**src/rtl/id_ex_stage.sv**
```systemverilog
// ID/EX pipeline register for the 5-stage RISC-V core.
// Registers decoder controls and operands into EX, inserts bubbles on
// load-use hazards and EX flushes, and drains the pipe on HALT.
// Optional performance counters: define ID_EX_PERF_CNT_EN.
module id_ex_stage #(
    parameter int DATA_W       = 32,
    parameter int REG_AW       = 5,
    parameter int DRAIN_CYCLES = 3
) (
    input  logic              clk,
    input  logic              reset,
    input  logic              id_valid,
    input  logic              id_alusrc,
    input  logic              id_memtoreg,
    input  logic              id_regwrite,
    input  logic              id_memread,
    input  logic              id_memwrite,
    input  logic              id_branch,
    input  logic              id_jalrsel,
    input  logic              id_halt,
    input  logic [1:0]        id_aluop,
    input  logic [DATA_W-1:0] id_pc,
    input  logic [DATA_W-1:0] id_rd1,
    input  logic [DATA_W-1:0] id_rd2,
    input  logic [DATA_W-1:0] id_imm,
    input  logic [REG_AW-1:0] id_rs1,
    input  logic [REG_AW-1:0] id_rs2,
    input  logic [REG_AW-1:0] id_rd,
    input  logic [2:0]        id_funct3,
    input  logic [6:0]        id_funct7,
    input  logic              ex_flush,
    output logic              ex_valid,
    output logic              ex_alusrc,
    output logic              ex_memtoreg,
    output logic              ex_regwrite,
    output logic              ex_memread,
    output logic              ex_memwrite,
    output logic              ex_branch,
    output logic              ex_jalrsel,
    output logic [1:0]        ex_aluop,
    output logic [DATA_W-1:0] ex_pc,
    output logic [DATA_W-1:0] ex_rd1,
    output logic [DATA_W-1:0] ex_rd2,
    output logic [DATA_W-1:0] ex_imm,
    output logic [REG_AW-1:0] ex_rs1,
    output logic [REG_AW-1:0] ex_rs2,
    output logic [REG_AW-1:0] ex_rd,
    output logic [2:0]        ex_funct3,
    output logic [6:0]        ex_funct7,
    output logic              stall_o,
`ifdef ID_EX_PERF_CNT_EN
    output logic [31:0]       stall_cnt,
    output logic [31:0]       flush_cnt,
`endif
    output logic              halted_o
);

    localparam logic [1:0] RUN    = 2'd0;
    localparam logic [1:0] DRAIN  = 2'd1;
    localparam logic [1:0] HALTED = 2'd2;

    localparam int CNT_W = $clog2(DRAIN_CYCLES + 1);

    logic [1:0]       state;
    logic [CNT_W-1:0] drain_cnt;
    logic             lu;
    logic             halt_acc;
    logic             bubble;

    // Load in EX whose destination is read by the instruction in ID.
    assign lu = ex_valid & ex_memread & (ex_rd != '0) & id_valid &
                ((ex_rd == id_rs1) | (ex_rd == id_rs2));

    assign stall_o  = (lu & ~ex_flush) | (state != RUN);
    // A HALT is taken only when it would otherwise have issued normally.
    assign halt_acc = (state == RUN) & id_valid & id_halt & ~ex_flush & ~lu;
    // HALT itself travels into EX as a bubble.
    assign bubble   = ex_flush | lu | (state != RUN) | halt_acc;

    // Control bits: cleared on bubble, gated by id_valid otherwise.
    always_ff @(posedge clk) begin
        if (reset || bubble) begin
            ex_valid    <= 1'b0;
            ex_alusrc   <= 1'b0;
            ex_memtoreg <= 1'b0;
            ex_regwrite <= 1'b0;
            ex_memread  <= 1'b0;
            ex_memwrite <= 1'b0;
            ex_branch   <= 1'b0;
            ex_jalrsel  <= 1'b0;
            ex_aluop    <= 2'b00;
        end else begin
            ex_valid    <= id_valid;
            ex_alusrc   <= id_alusrc   & id_valid;
            ex_memtoreg <= id_memtoreg & id_valid;
            ex_regwrite <= id_regwrite & id_valid;
            ex_memread  <= id_memread  & id_valid;
            ex_memwrite <= id_memwrite & id_valid;
            ex_branch   <= id_branch   & id_valid;
            ex_jalrsel  <= id_jalrsel  & id_valid;
            ex_aluop    <= id_aluop & {2{id_valid}};
        end
    end

    // Data and index fields hold across bubbles.
    always_ff @(posedge clk) begin
        if (reset) begin
            ex_pc     <= '0;
            ex_rd1    <= '0;
            ex_rd2    <= '0;
            ex_imm    <= '0;
            ex_rs1    <= '0;
            ex_rs2    <= '0;
            ex_rd     <= '0;
            ex_funct3 <= '0;
            ex_funct7 <= '0;
        end else if (!bubble) begin
            ex_pc     <= id_pc;
            ex_rd1    <= id_rd1;
            ex_rd2    <= id_rd2;
            ex_imm    <= id_imm;
            ex_rs1    <= id_rs1;
            ex_rs2    <= id_rs2;
            ex_rd     <= id_rd;
            ex_funct3 <= id_funct3;
            ex_funct7 <= id_funct7;
        end
    end

    // HALT sequencing: RUN -> DRAIN (count down) -> HALTED until reset.
    always_ff @(posedge clk) begin
        if (reset) begin
            state     <= RUN;
            drain_cnt <= '0;
        end else begin
            case (state)
                RUN: begin
                    if (halt_acc) begin
                        state     <= DRAIN;
                        drain_cnt <= CNT_W'(DRAIN_CYCLES);
                    end
                end
                DRAIN: begin
                    if (drain_cnt == CNT_W'(1))
                        state <= HALTED;
                    drain_cnt <= drain_cnt - CNT_W'(1);
                end
                HALTED: state <= HALTED;
                default: state <= RUN;
            endcase
        end
    end

    // halted_o trails entry into HALTED by one edge.
    always_ff @(posedge clk) begin
        if (reset) halted_o <= 1'b0;
        else       halted_o <= (state == HALTED);
    end

`ifdef ID_EX_PERF_CNT_EN
    // Saturating counts of load-use stalls and flushes seen while running.
    always_ff @(posedge clk) begin
        if (reset) begin
            stall_cnt <= '0;
            flush_cnt <= '0;
        end else begin
            if (lu && !ex_flush && state == RUN && stall_cnt != 32'hFFFF_FFFF)
                stall_cnt <= stall_cnt + 32'd1;
            if (ex_flush && state == RUN && flush_cnt != 32'hFFFF_FFFF)
                flush_cnt <= flush_cnt + 32'd1;
        end
    end
`endif

endmodule

```
**config.mk**
```make
export PLATFORM = sky130hd
export DESIGN_NAME = id_ex_stage
export DESIGN_NICKNAME = d
export VERILOG_FILES = /design/src/rtl/id_ex_stage.sv
export SDC_FILE = /design/constraint.sdc
export NUM_CORES = 1
export LEC_CHECK = 0
export BUFFER_PORTS_ARGS = -buffer_cell sky130_fd_sc_hd__buf_2
export CAP_MARGIN = 20
export CELL_PAD_IN_SITES_DETAIL_PLACEMENT = 0
export CELL_PAD_IN_SITES_GLOBAL_PLACEMENT = 2
export CORE_MARGIN = 5
export CORE_UTILIZATION = 31
export CTS_BUF_LIST = sky130_fd_sc_hd__clkbuf_8
export DETAILED_ROUTE_END_ITERATION = 12
export PLACE_DENSITY_LB_ADDON = 0.3
export SETUP_SLACK_MARGIN = 0.5
export SYNTH_ARGS = -nofsm -noshare
export SYNTH_HDL_FRONTEND = slang
export SYNTH_SLANG_ARGS = --single-unit
```
**constraint.sdc**
```tcl
create_clock -name clk -period 3.17 [get_ports clk]
set_clock_uncertainty 0.05 [all_clocks]
set_input_delay 0.317 -clock clk [delete_from_list [all_inputs] [get_ports clk]]
set_output_delay 0.317 -clock clk [all_outputs]
set_load 0.05 [all_outputs]
```
==> run_results.csv, run 1 <==
group,metric,value,unit
synthesis,synth_area,7560,µm²
die,core-area,24200,µm²
global_route,grt_usage,0.147,
power_and_ir_drop,p_leak,0.00456,µW
synthesis,syn_inst,748,
cells_and_area,fin_nets,1230,
die,io_pins,332,
drt,drc,0,
worst_hold_path,worstHoldPathType,"in2reg",
sta,finalCritPeriodShare,0.771,
cts,cts_tree,"yes",
placed_design,dp.cells,1355,
critical_path,cp-startpoint,"ex_rd[4]",
drt,firstDrtPassIters,4,
synthesis,synth_cell_type_count,27,
cells_and_area,post_route_cells_drive_above_1_share,0.344,
global_route,grt_max_degree,171,
die,die_h,166,µm
sta,setup_tns,0,ps
job,drv_cap,0,
synthesis,syn_nets,920,
global_route,grt_pass1_vias,5882,
cts,insertion_delay,440,ps
drt,wire_per_inst,15.0,µm
worst_hold_path,hold_start,"id_jalrsel",
placed_design,pre_cts_ws,1100,ps
cts,post-cts-setup-buffers,0,
drt,routed-via-count,5887,
sta,min_period,2440,ps
critical_path,end_kind,"output port",
sta,tightest_slew,756,ps
sta,setup_viol,0,
sta,slew_viol_final,0,
critical_path,arrival,2080,ps
sta,rsz0062_at_grt,"no",
power_and_ir_drop,p_per_area,671,nW/µm²
die,num_rows,57,
cts,cts-root-buf,"clkbuf_8",
global_route,grt_pass1_wl,32.9,mm
global_route,grt_remaining_overflow,0,
critical_path,critPathTopFamily,"compound AO/OA/AOI/OAI gates",
drt,drtAntennaViolNets,0,
synthesis,ys_ff_latch,168,
synthesis,yosysSeqAreaShare,0.445,
sta,hold_ws,53.4,ps
cts,path_clk_slew,90,ps
cells_and_area,area_delta_synth_final,31.1,%
outcome,outcome,"complete, no violations",
power_and_ir_drop,vdd_drop_max,276,µV
drt,drt-total-wl,21.0,mm
power_and_ir_drop,total_power,6650,µW
cts,cts-buffers-inserted,17,
drt,drt_iter0_drc,360,
die,start_util,0.313,
placed_design,dp_hpwl,14.8,mm
critical_path,cp-start-kind,"register",
die,die_w,166,µm
sta,max_freq,0.409,GHz
placed_design,gp_congestion,0.754,
critical_path,cp_slowest_stage_delay,450,ps
cells_and_area,final_cell_mix,"buf_2 (330), nand2b_1 (310), dfxtp_1 (168)",
sta,slew_headroom,0.496,
cts,clockBufferDepth,2,
sta,final.setup.worst_slack,726,ps
critical_path,worstReg2RegStart,"ex_rd[4]",
cells_and_area,mostFrequentLayoutCell,"buf_2",
critical_path,worst-path-buf-inv,1,
global_route,use_met3,0.0683,
global_route,antenna_found_initial,2,
critical_path,crit_chain,"xnor2_1 -> nand3_1 -> o22ai_2 -> nand2_1 -> o21ai_1 -> buf_2",
cts,htreeDepth,4,
drt,routed_via_density,4.21,
global_route,busiest_layer,"met2",
cells_and_area,fin_cells,1398,
critical_path,path_max_fanout,7,
critical_path,worstSetupPathType,"reg2out",
synthesis,yosysWarningCount,0,
critical_path,required,2800,ps
cts,clock-sinks,168,
synthesis,avgSynthCellArea,10.1,µm²
global_route,gr-usage-met2,0.228,
die,die_area,27600,µm²
placed_design,io_buffers,331,
critical_path,slowest_stage,"dfxtp_1",
global_route,use_met1,0.184,
sta,hold_viol,0,
[state kept, by name, indices dropped and copies added, names as in the netlist, 3 cells and up]
name       cells
ex_imm        32
ex_pc         32
ex_rd1        32
ex_rd2        32
ex_funct7      7
ex_rd          5
ex_rs1         5
ex_rs2         5
ex_funct3      3
[kinds of logic (layout without fill, tap and decap cells)]
family	after synthesis	count (layout)	share of synthesized area
mux	157	157	0.208
fa+ha+maj	5	5	0.00828
flops	168	168	0.445
compound gates	13	13	0.0111
simple gates	338	338	0.277
other cells	0	4	0
xor+xnor	11	11	0.0128
buf+inv	56	378	0.0373
[synth_stat cells]
library cell  instances  area [µm²]
nand3_1               3        15.0
mux2i_1             156        1560
buf_6                 8        90.1
nand3b_1              1        7.51
mux2_2                1        11.3
nor4b_1               1        8.76
and4b_1               1        10.0
a31oi_1               1        6.26
a21oi_1               4        20.0
dfxtp_1             168        3360
xnor2_1              11        96.3
nor2b_1               2        12.5
o21ai_0               4        20.0
o22ai_2               1        12.5
nor3_1                2        10.0
ha_1                  5        62.6
clkbuf_1             35         131
inv_1                 4        15.0
and2_1                9        56.3
nand2b_1            310        1940
buf_2                 9        45.0
a31o_2                1        8.76
or3_1                 1        6.26
nor2_1                3        11.3
a311oi_1              1        8.76
nand2_1               5        18.8
a211oi_1              1        7.51
[worst paths after layout]
path | cells after the start | slack, ps | end
max | 6 | 730 | stall_o
min | 2 | 50 | ex_jalrsel
max reg2reg | 5 | 1070 | ex_rd2[1]
min reg2reg | 2 | 420 | ex_imm[6]
[power by group]
group / leakage (µW) / internal [µW] / switching (µW)
registers: 0.00138 / 2430 / 165
clock network: 0.000196 / 704 / 850
logic: 0.00299 / 755 / 1750
total: 0.00456 / 3890 / 2760
[stage by stage]
stage	util	instance area, µm²
6_report	0.410	9910
5_1_grt	0.410	9900
4_1_cts	0.409	9900
3_5_place_dp	0.390	9440
3_3_place_gp	0.390	9440
2_1_floorplan	-	7560
[repair_timing]
item,CTS,global route
setup endpoints to repair,0,0
hold buffers,8,0
gates resized for setup,0,0
hold endpoints to repair,8,0
[layer usage]
layer | share of wire | wire length (µm) | vias up
met5 | 0 | 0 | -
met4 | 0.017 | 350 | 0
met3 | 0.094 | 1970 | 17
met2 | 0.44 | 9200 | 224
met1 | 0.45 | 9470 | 2612
li1 | - | - | 3034
[cell type report]
cell class	count	area, µm²
Timing Repair Buffer	343	1810
Clock inverter	14	149
Clock buffer	17	234
Multi-Input combinational cell	524	3920
Fill cell	2411	14300
Sequential cell	168	3360
Antenna cell	4	10.0
Inverter	4	15.0
Tap cell	324	405
[worst register-to-register path, delay by kind of cell (launching register included)]
| family | cells | cell delay (ps) |
|---|---|---|
| mux | 1 | 360 |
| buf+inv | 1 | 520 |
| flops | 1 | 380 |
| simple gates | 1 | 210 |
| compound gates | 2 | 510 |
No activity file was read; power rests on OpenSTA's default activity.
==> inputs of run 2 (changes only) <==
CORE_UTILIZATION = 28   (was 31)
clock period = 2.5 ns   (was 3.17 ns; I/O delays follow)
==> run_results.csv, run 2 (synthesized netlist as in run 1, its figures left out) <==
group,metric,value,unit
cells_and_area,final_cell_mix,"buf_2 (329), nand2b_1 (310), dfxtp_1 (163)",
drt,routed_via_density,4.15,
power_and_ir_drop,pwr-share-seq,0.370,
die,core-area,26700,µm²
power_and_ir_drop,p_sw,3660,µW
cts,htreeDepth,4,
drt,wire_per_inst,14.6,µm
outcome,outcome,"complete, no violations",
global_route,grt_pass1_vias,6708,
power_and_ir_drop,clkPwrFrac,0.227,
drt,drt_iter0_drc,235,
die,start_util,0.283,
cts,insertion_delay,450,ps
sta,min_period,1970,ps
global_route,grt_max_degree,175,
cells_and_area,fill_cells,2627,
sta,max_freq,0.507,GHz
die,die_h,174,µm
power_and_ir_drop,p_comb_frac,0.403,
cells_and_area,n_antenna_cell,0,
placed_design,dp_hpwl,15.4,mm
placed_design,gp_congestion,0.725,
power_and_ir_drop,p_leak,0.00529,µW
critical_path,worstSetupPathType,"in2reg",
global_route,antenna_found_initial,1,
cts,clockBufferDepth,2,
cts,clock-sinks,168,
die,die_area,30400,µm²
cells_and_area,mostFrequentLayoutCell,"buf_2",
sta,slew_viol_final,0,
power_and_ir_drop,p_int,5250,µW
sta,finalCritPeriodShare,0.789,
cts,cts-root-buf,"clkbuf_8",
drt,firstDrtPassIters,4,
cells_and_area,post_route_cells_drive_above_1_share,0.328,
power_and_ir_drop,p_sw_frac,0.411,
cts,path_clk_slew,100,ps
power_and_ir_drop,p_per_area,764,nW/µm²
global_route,grt_usage,0.145,
power_and_ir_drop,vdd_drop_max,339,µV
critical_path,arrival,2300,ps
critical_path,r2r_cells,8,
cells_and_area,fin_nets,1387,
critical_path,end_kind,"register",
drt,drc,0,
placed_design,io_buffers,331,
job,drv_cap,0,
sta,slew_headroom,0.500,
cts,cts-buffers-inserted,17,
die,die_w,174,µm
cells_and_area,area_delta_synth_final,54.3,%
cts,cts_tree,"yes",
worst_hold_path,worstHoldPathType,"in2reg",
die,io_pins,332,
drt,drtAntennaViolNets,0,
sta,rsz0062_at_grt,"yes",
global_route,grt_pass1_wl,36.1,mm
drt,drt-total-wl,22.9,mm
drt,routed-via-count,6501,
die,num_rows,60,
worst_hold_path,min_path_cells,3,
sta,setup_tns,0,ps
sta,tightest_slew,750,ps
global_route,grt_remaining_overflow,0,
critical_path,required,2830,ps
sta,setup_viol,0,
critical_path,path_max_fanout,33,
power_and_ir_drop,total_power,8910,µW
sta,hold_viol,0,
critical_path,cp-start-kind,"primary input",
[run 2: worst paths after layout]
kind / startpoint / end / slack (ps)
hold reg to reg: ex_funct3[1] / ex_funct3[1] / 420
setup / recovery: id_rs2[2] / ex_funct7[4] / 530
setup reg to reg: ex_rd[4] / ex_funct7[4] / 600
hold / removal: id_pc[0] / ex_pc[0] / 40
[run 2: critical path, stage by stage]
cell and delay [ps]:
dlygate4sd3_1 540, buf_2 140, xnor2_1 110, nand2_1 100
o22ai_4 70, buf_4 160, a21oi_4 280, buf_12 150
buf_12 240, mux2i_1 220
[run 2: area by class of cell]
type | instances | area [µm²] | share of cell area
clock buffer | 17 | 234 | 0.0201
multi-input combinational | 524 | 4000 | 0.343
timing repair buffer | 500 | 3450 | 0.296
inverter | 4 | 15.0 | 0.00129
sequential | 168 | 3370 | 0.289
tap | 341 | 427 | 0.0366
clock inverter | 14 | 161 | 0.0138
[run 2: power groups by stage]
stage	clock network, µW	logic (µW)	registers, µW
2_1_floorplan	0	1110	4690
3_5_place_dp	0	3240	3350
3_3_place_gp	0	3250	3350
5_1_grt	2250	3800	3350
6_report	2030	3590	3300
4_1_cts	2140	3500	3300
[run 2: what timing repair did]
item | in CTS | in global routing
hold endpoints to repair | 149 | 0
gates resized for setup | 9 | 18
hold buffers | 149 | 0
setup endpoints to repair | 40 | 151
cloned | 1 | 2
pin swaps | 3 | 4
buffers inserted | 2 | 7
[run 2: per-layer routing]
layer	part of all wire	global-route usage	vias to the layer above
li1	-	-	3358
met1	0.43	0.177	2919
met2	0.46	0.239	206
met3	0.089	0.0598	16
met4	0.012	0.0363	2
met5	0.00031	0	-
[run 2: stage by stage]
stage	hold slack [ps]	std cells	area, µm²	worst slack, ps	utilization
2_1_floorplan	322	748	7570	561	-
3_3_place_gp	401	1376	9510	496	0.356
3_5_place_dp	402	1376	9510	463	0.356
4_1_cts	0.0462	1559	11500	453	0.430
5_1_grt	3.31	1568	11700	389	0.436
6_report	35.1	1568	11700	528	0.436
==> inputs of run 3 (changes only) <==
CORE_UTILIZATION = 26   (was 28)
clock period = 1.75 ns   (was 2.5 ns; I/O delays follow)
==> run_results.csv, run 3 (synthesized netlist as in run 1, its figures left out) <==
group,metric,value,unit
die,core-area,28700,µm²
global_route,grt_max_degree,173,
worst_hold_path,worstHoldPathType,"in2reg",
placed_design,dp_hpwl,16.4,mm
cts,path_clk_slew,110,ps
cells_and_area,fin_cells,1675,
sta,finalCritPeriodShare,1.09,
cells_and_area,fin_nets,1449,
sta,slew_headroom,0.615,
sta,hold_viol,0,
sta,final.setup.worst_slack,-149,ps
critical_path,end_kind,"register",
critical_path,worstSetupPathType,"reg2reg",
die,die_area,32600,µm²
cts,clockBufferDepth,2,
outcome,failed_checks,"negative setup slack",
cts,insertion_delay,450,ps
critical_path,arrival,2230,ps
die,start_util,0.263,
drt,wire_per_inst,15.0,µm
cts,cts-buffers-inserted,17,
global_route,grt_pass1_vias,6942,
placed_design,io_buffers,331,
drt,drt-total-wl,25.2,mm
drt,firstDrtPassIters,4,
sta,setup_viol,154,
sta,tightest_slew,578,ps
cells_and_area,ff_latch_area,3460,µm²
global_route,grt_pass1_wl,38.4,mm
placed_design,dp.cells,1434,
cells_and_area,fin_util,0.465,
drt,routed_via_density,4.05,
global_route,antenna_found_initial,3,
cells_and_area,mostFrequentLayoutCell,"nand2b_1",
global_route,grt_usage,0.145,
power_and_ir_drop,p_per_area,1050,nW/µm²
die,die_w,180,µm
outcome,outcome,"complete, but fails checks",
cells_and_area,final_cell_mix,"nand2b_1 (310), buf_2 (249), dlygate4sd3_1 (162)",
power_and_ir_drop,vdd_drop_max,507,µV
cts,cts_tree,"yes",
global_route,gr-usage-met2,0.235,
cells_and_area,post_route_cells_drive_above_1_share,0.406,
worst_hold_path,min_path_cells,3,
global_route,use_met3,0.0551,
critical_path,required,2080,ps
global_route,use_met1,0.186,
drt,routed-via-count,6782,
die,die_h,180,µm
job,drv_cap,0,
cts,clock-sinks,168,
cells_and_area,fill_cells,2742,
sta,max_freq,0.527,GHz
placed_design,gp_congestion,0.735,
global_route,grt_remaining_overflow,0,
power_and_ir_drop,p_leak,0.00589,µW
die,io_pins,332,
die,num_rows,62,
cells_and_area,area_delta_synth_final,76.6,%
drt,drtAntennaViolNets,0,
sta,setup_tns,-9440,ps
sta,min_period,1900,ps
cts,cts-root-buf,"clkbuf_8",
sta,rsz0062_at_grt,"yes",
drt,drc,0,
critical_path,path_max_fanout,9,
global_route,busiest_layer,"met2",
drt,drt_iter0_drc,259,
cts,htreeDepth,4,
cells_and_area,multi_input_area,4040,µm²
critical_path,cp-start-kind,"register",
critical_path,r2r_cells,10,
sta,slew_viol_final,0,
-- run 3: changes by cell type in the layout (fill, tap and decap cells not counted), moves of 4 or more --
cell,previous run,this run
buf_2,329,249
dfxtp_1,163,99
buf_12,4,13
dfxtp_2,3,64
clkbuf_16,2,8
buf_6,6,32
buf_8,0,57
dlygate4sd3_1,149,162
buf_16,2,6
buf_4,8,34
-- run 3: path summary, 6_finish.rpt --
| check | startpoint | to | slack [ps] |
|---|---|---|---|
| worst min register to register | ex_imm[1] | ex_imm[1] | 420 |
| worst max-delay path | ex_rd[2] | ex_rd2[29] | -150 |
| worst max register to register | ex_rd[2] | ex_rd2[29] | -150 |
| worst min-delay path | ex_flush | drain_cnt[1] | 120 |
-- run 3: per-stage QoR --
step	setup WS, ps	hold slack [ps]	cell area, µm²	power, µW
finish	-149	115	13300	14000
global route	-275	82.1	13300	14700
CTS	-182	74.6	12100	13100
detailed placement	-36.7	328	9810	9680
global placement	-2.73	325	9810	9680
floorplan	17.0	247	7610	8330
-- run 3: power by group --
part,internal (µW),switching (µW)
Combinational,2870,3520
Clock,1100,1620
Sequential,4450,422
Total,8420,5570
-- run 3: worst max-delay path, cell delays in order, from the launching register on --
cell,delay [ps]
dfxtp_4,380
xnor2_2,170
nand2_2,80
o22ai_4,190
buf_4,170
a21oi_4,60
buf_12,140
buf_12,140
buf_4,140
clkbuf_16,150
mux2i_1,150
-- run 3: layout make-up --
class	instances	area share
well taps	384	0.0360
flip-flops and latches	168	0.259
diodes	1	0.000187
multi-input cells	524	0.303
repair buffers	562	0.373
clock buffers	19	0.0196
inverters	4	0.00112
clock inverters	13	0.00844
-- run 3: layer usage --
metal  vias to the layer above  part of all wire  wire length [µm]
met5                         -           0.00091                23
met4                         4             0.010               251
met3                        17             0.074              1850
met2                       228              0.47             11900
met1                      3056              0.44             11100
li1                       3477                 -                 -
-- run 3: timing repair --
action,4_1_cts,5_1_grt
setup buffers,8,27
hold buffers,162,0
endpoints found under the hold margin,162,0
cloned,3,8
pin swaps,9,2
endpoints found under the setup margin,332,332
resized for setup,44,343
